[src/rtl/spi_s_if.sv]
// SPI responder bundle: serial pins toward the initiator plus the local word interface.
// Latency: none, wires only.
// Backpressure: none; rx_valid and frame_err are single-cycle strobes with no ready.
//
// Ports:
//   sclk/cs_n/mosi : SPI pins driven by the initiator.
//   miso/miso_oe   : SPI return data and its pad enable.
//   tx_data/tx_load: word to return in a later frame, captured on tx_load.
//   rx_data/rx_valid/frame_err/busy : received word, its strobe, abort strobe, activity flag.
interface spi_s_if #(
  parameter int DATA_W = 32
);
  logic              sclk;
  logic              cs_n;
  logic              mosi;
  logic              miso;
  logic              miso_oe;
  logic [DATA_W-1:0] tx_data;
  logic              tx_load;
  logic [DATA_W-1:0] rx_data;
  logic              rx_valid;
  logic              frame_err;
  logic              busy;

  // Responder side (the spi_s block).
  modport slave (
    input  sclk, cs_n, mosi, tx_data, tx_load,
    output miso, miso_oe, rx_data, rx_valid, frame_err, busy
  );

  // Initiator plus local-logic side.
  modport master (
    output sclk, cs_n, mosi, tx_data, tx_load,
    input  miso, miso_oe, rx_data, rx_valid, frame_err, busy
  );
endinterface

[src/rtl/spi_s.sv]
// SPI mode-0 responder, MSB-first DATA_W-bit frames, all pins oversampled on clk.
// Latency: rx_valid rises SYNC_STAGES+2 clk edges after the last sclk rise reaches the synchronizer.
// Backpressure: none; the received word is strobed once and local logic must take it.
//
// Ports:
//   clk, rst_n : system clock, asynchronous active-low reset.
//   bus        : spi_s_if.slave (SPI pins, tx_data/tx_load, rx_data/rx_valid, frame_err, busy).
module spi_s #(
  parameter int DATA_W      = 32,
  parameter int SYNC_STAGES = 2
) (
  input  logic   clk,
  input  logic   rst_n,
  spi_s_if.slave bus
);

  localparam int CNT_W = $clog2(DATA_W + 1);
  localparam logic [CNT_W-1:0] CNT_FULL = CNT_W'(DATA_W);

  typedef enum logic [1:0] {
    IDLE  = 2'd0,
    SHIFT = 2'd1,
    DONE  = 2'd2
  } state_t;

  state_t state, state_nxt;

  logic [SYNC_STAGES-1:0] sclk_sync, cs_sync, mosi_sync;
  logic                   sclk_hist, cs_hist;
  logic                   sclk_s, cs_s, mosi_s;
  logic                   sclk_rise, sclk_fall, cs_rise, cs_fall;

  logic [DATA_W-1:0] tx_buf;
  logic [DATA_W-1:0] tx_shift;
  logic [DATA_W-1:0] rx_shift;
  logic [DATA_W-1:0] rx_data;
  logic [CNT_W-1:0]  bit_cnt;
  logic              rx_valid;
  logic              frame_err;
  logic              miso_oe;
  logic              miso;
  logic              busy;

  // Synchronizers plus one history flop for edge detection. cs_n resets
  // to its idle (high) level so reset release never looks like a cs_fall.
  always_ff @(posedge clk or negedge rst_n) begin
    if (!rst_n) begin
      sclk_sync <= '0;
      cs_sync   <= '1;
      mosi_sync <= '0;
      sclk_hist <= 1'b0;
      cs_hist   <= 1'b1;
    end else begin
      sclk_sync <= {sclk_sync[SYNC_STAGES-2:0], bus.sclk};
      cs_sync   <= {cs_sync[SYNC_STAGES-2:0], bus.cs_n};
      mosi_sync <= {mosi_sync[SYNC_STAGES-2:0], bus.mosi};
      sclk_hist <= sclk_s;
      cs_hist   <= cs_s;
    end
  end

  assign sclk_s    = sclk_sync[SYNC_STAGES-1];
  assign cs_s      = cs_sync[SYNC_STAGES-1];
  assign mosi_s    = mosi_sync[SYNC_STAGES-1];
  assign sclk_rise =  sclk_s & ~sclk_hist;
  assign sclk_fall = ~sclk_s &  sclk_hist;
  assign cs_rise   =  cs_s   & ~cs_hist;
  assign cs_fall   = ~cs_s   &  cs_hist;

  // State register.
  always_ff @(posedge clk or negedge rst_n) begin
    if (!rst_n) state <= IDLE;
    else        state <= state_nxt;
  end

  // Next-state logic. A full count wins over a coincident cs_rise so a
  // complete word is still delivered.
  always_comb begin
    state_nxt = state;
    case (state)
      IDLE:    if (cs_fall) state_nxt = SHIFT;
      SHIFT: begin
        if (bit_cnt == CNT_FULL) state_nxt = cs_rise ? IDLE : DONE;
        else if (cs_rise)        state_nxt = IDLE;
      end
      DONE:    if (cs_rise) state_nxt = IDLE;
      default: state_nxt = IDLE;
    endcase
  end

  // Output logic. miso is forced low outside SHIFT so DONE returns zeros.
  always_comb begin
    busy = (state != IDLE);
    miso = (state == SHIFT) ? tx_shift[DATA_W-1] : 1'b0;
  end

  // Datapath. tx_buf is independent of the frame so a load mid-frame only
  // affects the next frame; a load coinciding with cs_fall is likewise deferred.
  always_ff @(posedge clk or negedge rst_n) begin
    if (!rst_n) begin
      tx_buf    <= '0;
      tx_shift  <= '0;
      rx_shift  <= '0;
      rx_data   <= '0;
      bit_cnt   <= '0;
      rx_valid  <= 1'b0;
      frame_err <= 1'b0;
      miso_oe   <= 1'b0;
    end else begin
      rx_valid  <= 1'b0;
      frame_err <= 1'b0;
      if (bus.tx_load) tx_buf <= bus.tx_data;

      case (state)
        IDLE: begin
          if (cs_fall) begin
            tx_shift <= tx_buf;
            bit_cnt  <= '0;
            miso_oe  <= 1'b1;
          end
        end
        SHIFT: begin
          if (bit_cnt == CNT_FULL) begin
            rx_data  <= rx_shift;
            rx_valid <= 1'b1;
            if (cs_rise) miso_oe <= 1'b0;
          end else if (cs_rise) begin
            // Release before the first bit is a silent cancel.
            miso_oe <= 1'b0;
            if (bit_cnt != '0) frame_err <= 1'b1;
          end else if (sclk_rise) begin
            rx_shift <= {rx_shift[DATA_W-2:0], mosi_s};
            bit_cnt  <= bit_cnt + CNT_W'(1);
          end else if (sclk_fall && (bit_cnt != '0)) begin
            // No shift on a stray fall before the first rise.
            tx_shift <= {tx_shift[DATA_W-2:0], 1'b0};
          end
        end
        DONE: begin
          if (cs_rise) miso_oe <= 1'b0;
        end
        default: miso_oe <= 1'b0;
      endcase
    end
  end

  assign bus.miso      = miso;
  assign bus.miso_oe   = miso_oe;
  assign bus.rx_data   = rx_data;
  assign bus.rx_valid  = rx_valid;
  assign bus.frame_err = frame_err;
  assign bus.busy      = busy;

endmodule

[src/flat_wrapper.sv]
// flat-port wrapper written by rule: the top's interface ports become plain ports
module spi_s_flat 
#(
  parameter int DATA_W      = 32,
  parameter int SYNC_STAGES = 2
)
  (clk, rst_n, bus_sclk, bus_cs_n, bus_mosi, bus_tx_data, bus_tx_load, bus_miso, bus_miso_oe, bus_rx_data, bus_rx_valid, bus_frame_err, bus_busy);
  spi_s_if #(.DATA_W(DATA_W)) bus_i ();
  input  logic clk;
  input  logic rst_n;
  input wire logic [$bits(bus_i.sclk)-1:0] bus_sclk;
  input wire logic [$bits(bus_i.cs_n)-1:0] bus_cs_n;
  input wire logic [$bits(bus_i.mosi)-1:0] bus_mosi;
  input wire logic [$bits(bus_i.tx_data)-1:0] bus_tx_data;
  input wire logic [$bits(bus_i.tx_load)-1:0] bus_tx_load;
  output wire logic [$bits(bus_i.miso)-1:0] bus_miso;
  output wire logic [$bits(bus_i.miso_oe)-1:0] bus_miso_oe;
  output wire logic [$bits(bus_i.rx_data)-1:0] bus_rx_data;
  output wire logic [$bits(bus_i.rx_valid)-1:0] bus_rx_valid;
  output wire logic [$bits(bus_i.frame_err)-1:0] bus_frame_err;
  output wire logic [$bits(bus_i.busy)-1:0] bus_busy;
  assign bus_i.sclk = bus_sclk;
  assign bus_i.cs_n = bus_cs_n;
  assign bus_i.mosi = bus_mosi;
  assign bus_i.tx_data = bus_tx_data;
  assign bus_i.tx_load = bus_tx_load;
  assign bus_miso = bus_i.miso;
  assign bus_miso_oe = bus_i.miso_oe;
  assign bus_rx_data = bus_i.rx_data;
  assign bus_rx_valid = bus_i.rx_valid;
  assign bus_frame_err = bus_i.frame_err;
  assign bus_busy = bus_i.busy;
  spi_s #(.DATA_W(DATA_W), .SYNC_STAGES(SYNC_STAGES)) u_core (.clk(clk), .rst_n(rst_n), .bus(bus_i));
endmodule
[config.mk]
export PLATFORM = sky130hd
export DESIGN_NAME = spi_s_flat
export DESIGN_NICKNAME = d
export VERILOG_FILES = /design/src/rtl/spi_s_if.sv /design/src/rtl/spi_s.sv /design/src/flat_wrapper.sv
export SDC_FILE = /design/constraint.sdc
export NUM_CORES = 1
export LEC_CHECK = 0
export BUFFER_PORTS_ARGS = -buffer_cell sky130_fd_sc_hd__buf_4
export CELL_PAD_IN_SITES_DETAIL_PLACEMENT = 0
export CELL_PAD_IN_SITES_GLOBAL_PLACEMENT = 2
export CORE_ASPECT_RATIO = 1.1
export CORE_UTILIZATION = 39
export DETAILED_ROUTE_END_ITERATION = 16
export PLACE_DENSITY_LB_ADDON = 0.1
export SLEW_MARGIN = 40
export SYNTH_ARGS = -nofsm -noshare
export SYNTH_HDL_FRONTEND = slang
export SYNTH_SLANG_ARGS = --single-unit
[constraint.sdc]
create_clock -name clk -period 2.44 [get_ports clk]
set_clock_uncertainty 0.15 [all_clocks]
set_input_delay 0.244 -clock clk [delete_from_list [all_inputs] [get_ports clk]]
set_output_delay 0.244 -clock clk [all_outputs]
set_load 0.03 [all_outputs]
### Yosys cells after proc, flatten, opt, wreduce, memory -nomap -nowiden

Cells that the tools add are included.
Widths: inputs -> output; s select.

* register bits after elaboration: 147
* input port bits: 38
* word-level logic and storage cells: 72
* output and inout bits: 37

* bitwise logic cells: 10
* eq/ne operators: 10
* $add $sub $neg: 1
* reductions and logical operators: 11
* multiplexer cells: 26

Operators by type and width (number)
* $mux 32: 5
* $pmux 32 s2: 1
* $mux 6: 4
* $pmux 6 s2: 1
* $mux 1: 9
* $mux 2: 4
* $ne 2x2->1 const B: 4
* $add 6x1->6 const B: 1
* $eq 6x6->1 const B: 1
* $ne 2x1->1 const B: 3
* $not 1->1: 6
* $pmux 2 s3: 1
* $reduce_and 6->1: 1
* $reduce_bool 6->1: 1
* $reduce_and 5->1: 1
* $and 1x1->1: 4
* $reduce_and 2->1: 2
* $reduce_and 4->1: 1
* $reduce_bool 2->1: 2
* $eq 2x1->1 const B: 1
* $eq 2x2->1 const B: 1
* $logic_not 2->1: 1
* $pmux 1 s2: 1
* $reduce_or 2->1: 1
* $logic_and 1x1->1: 1

### Logic depth before layout (Yosys ltp)

* depth after elaboration: 8
* gate-level depth with buffers: 8
* depth with buffers taken out: 7

### Worst setup path before layout

OpenSTA, ideal clock, no wires.

* path type: register to register
* from: register u_core.state[0]
* to: register u_core.tx_shift[10]
* arrival: 1.763 ns
* library setup time: 0.137 ns
* clock period less this slack: 2.050 ns
* path slack: 0.390 ns
* cell stages (with the launch flop): 9
* required time: 2.153 ns
* buffers on the path: 2
* cell sequence: dfrtp_1 > inv_1 > ha_1 > inv_1 > or3_1 > clkbuf_1 > clkbuf_1 > o22ai_1 > a21oi_1

* cells in the longest elaborated chain, start to end: 3
* elaborated cells between the ends (all ways): 10
* those cells by class: 6 x eq/ne; 1 x mux; 3 x reduce/logical

Ends and longest elaborated chain
* start: declaration: RTL line spi_s.sv:26 `state_t state, state_nxt;`
* start signal: assignment: RTL line spi_s.sv:73 `else state <= state_nxt;`
* $eq 2x1->1 / $logic_not 2->1 (equally long branches): RTL line spi_s.sv:114 `case (state)`
* $ne 2x2->1 (no line) (tied with other cells)
* $reduce_and 6->1 (no line)
* end signal: assignment: RTL line spi_s.sv:117 `tx_shift <= tx_buf;`
* end signal: assignment: RTL line spi_s.sv:136 `tx_shift <= {tx_shift[DATA_W-2:0], 1'b0};`
* end: declaration: RTL line spi_s.sv:34 `logic [DATA_W-1:0] tx_shift;`

Parallel ways exist; a longest one is shown, timed or not.
A chain may end at the register's enable or synchronous reset.

### Worst setup path in the final report

* from: register u_core.state[1]
* to: output port bus_miso

* cells in the longest elaborated chain, start to end: 2

Ends and longest elaborated chain
* $eq 2x1->1: RTL line spi_s.sv:94 `miso = (state == SHIFT) ? tx_shift[DATA_W-1] : 1'b0;`
* $mux 1: RTL line spi_s.sv:94
* end: declaration: RTL line flat_wrapper.sv:16 `output wire logic [$bits(bus_i.miso)-1:0] bus_miso;`

No other way between the ends.

==> flow_summary.json <==
{
  "routed_wl_mm": 13.2,
  "numClockSinks": 147,
  "final_common_cell": "dfrtp_1",
  "dp_cells": 801,
  "layout_common_cells": "dfrtp_1 (144), nand2_1 (106), buf_4 (83)",
  "crit_slowest_cell": "dfrtp_1",
  "critPathKind": "reg -> out",
  "status": "finished, final reports clean",
  "drv_cap": 0,
  "grt_pass1_vias": 4561,
  "async_flop_share": 1.00,
  "required_ns": 2.05,
  "cts_root_buffer": "clkbuf_16",
  "ys_ff_latch": 147,
  "cp.arrival_ns": 1.91,
  "fill_cells": 1438,
  "finalSetupViolCount": 0,
  "core_um2": 15700,
  "grt_max_degree": 60,
  "vias_per_cell": 5.15,
  "synth_cell_types": 40,
  "grt-ovfl-total": 0,
  "portBuffers": 74,
  "place_congestion": 0.790,
  "drive_gt1_frac": 0.289,
  "area_delta_synth_final_pct": 27.4,
  "vdd_drop_max_mv": 0.514,
  "ys_warn_count": 0,
  "stdcell_area_um2": 8020,
  "rsz0062_at_grt": "false",
  "drt_iter0_drc": 223,
  "crit_path_frequent_cell": "buf_6",
  "synth-main-ff-cell": "dfrtp_1",
  "initial_core_util": 0.400,
  "syn_nets": 592,
  "tightest_slew_ns": 0.572,
  "postPlaceCellArea_um2": 7120,
  "grt_pass1_wl_mm": 22.2,
  "fin_crit_sh": 0.943,
  "boundaryPins": 75,
  "ant_nets": 0,
  "crit_chain": "inv_1 -> ha_1 -> buf_6 -> buf_6 -> and2_1 -> buf_4",
  "cts_made_buffers": 17,
  "drc": 0,
  "yosysSeqAreaShare": 0.585,
  "cts_tree": "yes",
  "dp_hpwl_mm": 8.33,
  "p_leak_nw": 3.74,
  "path_clk_slew_ns": 0.05,
  "vias": 4473,
  "slowest_delay_ns": 0.41,
  "final_cells": 868,
  "cp-end-kind": "output port",
  "worstSetupStartpointType": "flip-flop",
  "synth_cells": 548,
  "cpLargestDelayFamily": "buffers and inverters",
  "synth.avg_cell_area_um2": 11.5,
  "cts_setup_buffers": 0,
  "final_hold_viol_count": 0,
  "h-tree-depth": 4,
  "seq_area_um2": 3680,
  "multi_input_area_um2": 2410,
  "maxSlewHeadroom": 0.619,
  "slew_viol_final": 0,
  "crit_fanout": 24,
  "dieWidth_um": 123,
  "synth_enable_flop_cells": 0,
  "clock_path_buffers": 2,
  "power.total_mw": 7.44,
  "antenna_found_initial": 0,
  "critPathBufInv": 4,
  "hold_path.class": "in -> reg",
  "synth.cell_area_um2": 6290,
  "power_density_nw_per_um2": 927,
  "antennaDiodeCount": 0,
  "dr.pass1.iters": 4,
  "fin_tns_setup_ns": 0,
  "fp.dieH_um": 135,
  "die_area_um2": 16600,
  "track_usage": 0.173,
  "clock_latency_ns": 0.42,
  "fmax_mhz": 435,
  "nNetsFinal": 700,
  "num_rows": 48,
  "wl_per_cell_um": 15.2,
  "period_minus_slack_ns": 2.30
}
metal layers:
metal	share of wire	global-route usage	routed length, µm
met5	0	0	0
met4	0.018	0.0730	242
met3	0.029	0.0391	384
met2	0.49	0.296	6520
met1	0.46	0.206	6050
cells in the mapped netlist, types with 4 or more instances:
library cell	count	area [µm²]
mux2_2	33	372
nor2_1	9	33.8
o21ai_0	9	45.0
ha_1	6	75.1
mux2_4	30	450
a21oi_1	34	170
or3_1	30	188
buf_2	4	20.0
o22ai_1	62	388
clkbuf_1	27	101
nand2_1	106	398
nor3_1	4	20.0
inv_1	8	30.0
dfrtp_1	144	3600
power breakdown:
group / switching (mW) / internal [mW]
Sequential: 0.298 / 2.86
Combinational: 0.996 / 0.913
Clock: 0.933 / 1.44
final timing paths:
path,start,end,slack (ns),depth (start not counted)
worst max-delay path,u_core.state[1],bus_miso,0.14,6
worst min-delay path,bus_tx_load,u_core.tx_buf[31],0.14,3
worst max register to register,u_core.bit_cnt[0],u_core.tx_shift[0],0.31,8
worst min register to register,u_core.mosi_sync[0],u_core.mosi_sync[1],0.20,0
max in group asynchronous,rst_n,u_core.cs_hist,1.26,3
min in group asynchronous,rst_n,u_core.bus.rx_data[4],0.22,2
logic make-up (layout without fill, tap and decap cells):
family                   Yosys count  in the layout  share of synthesized area
AO/OA/AOI/OAI                    118            118                      0.113
adder cells (fa/ha/maj)            6              6                     0.0119
buffers and inverters             47            167                     0.0330
flip-flops                       147            147                      0.585
multiplexers                      63             63                      0.131
AND/OR/NAND/NOR                  167            167                      0.126
area by class of cell:
cell class,instances,share of cell area
multi-input cells,354,0.300
repair buffers,127,0.139
clock inverters,6,0.00686
flip-flops and latches,147,0.459
clock buffers,25,0.0593
inverters,9,0.00421
well taps,200,0.0312
flip-flops by register name (all words and copies together) (netlist names):
register,flops
u_core.bus.rx_data,32
u_core.rx_shift,32
u_core.tx_buf,32
u_core.tx_shift,32
u_core.bit_cnt,6
u_core.cs_sync,2
u_core.mosi_sync,2
u_core.sclk_sync,2
u_core.state,2
u_core.bus.frame_err,1
u_core.bus.miso_oe,1
u_core.bus.rx_valid,1
u_core.cs_hist,1
u_core.sclk_hist,1
stage by stage:
step	setup slack, ns	utilization	hold WS (ns)
after floorplan	0.390	-	-0.202
after global placement	0.325	0.453	0.117
after detailed placement	0.274	0.453	0.125
after CTS	0.0414	0.509	0.125
after global routing	0.0212	0.510	0.156
final	0.139	0.510	0.137
timing repair:
item / in CTS / in global routing
setup endpoints to repair: 1 / 1
pin swaps: 0 / 0
resized for setup: 1 / 1
hold buffers: 36 / 0
endpoints found under the hold margin: 91 / 0
worst reg2reg max path: cells and delay by family, from the launching register on:
family,cells,cell delay (ns)
buffers and inverters,3,0.47
flip-flops,1,0.40
adder cells (fa/ha/maj),1,0.20
AND/OR/NAND/NOR,2,0.51
AO/OA/AOI/OAI,2,0.27
No activity file was read; power rests on OpenSTA's default activity.
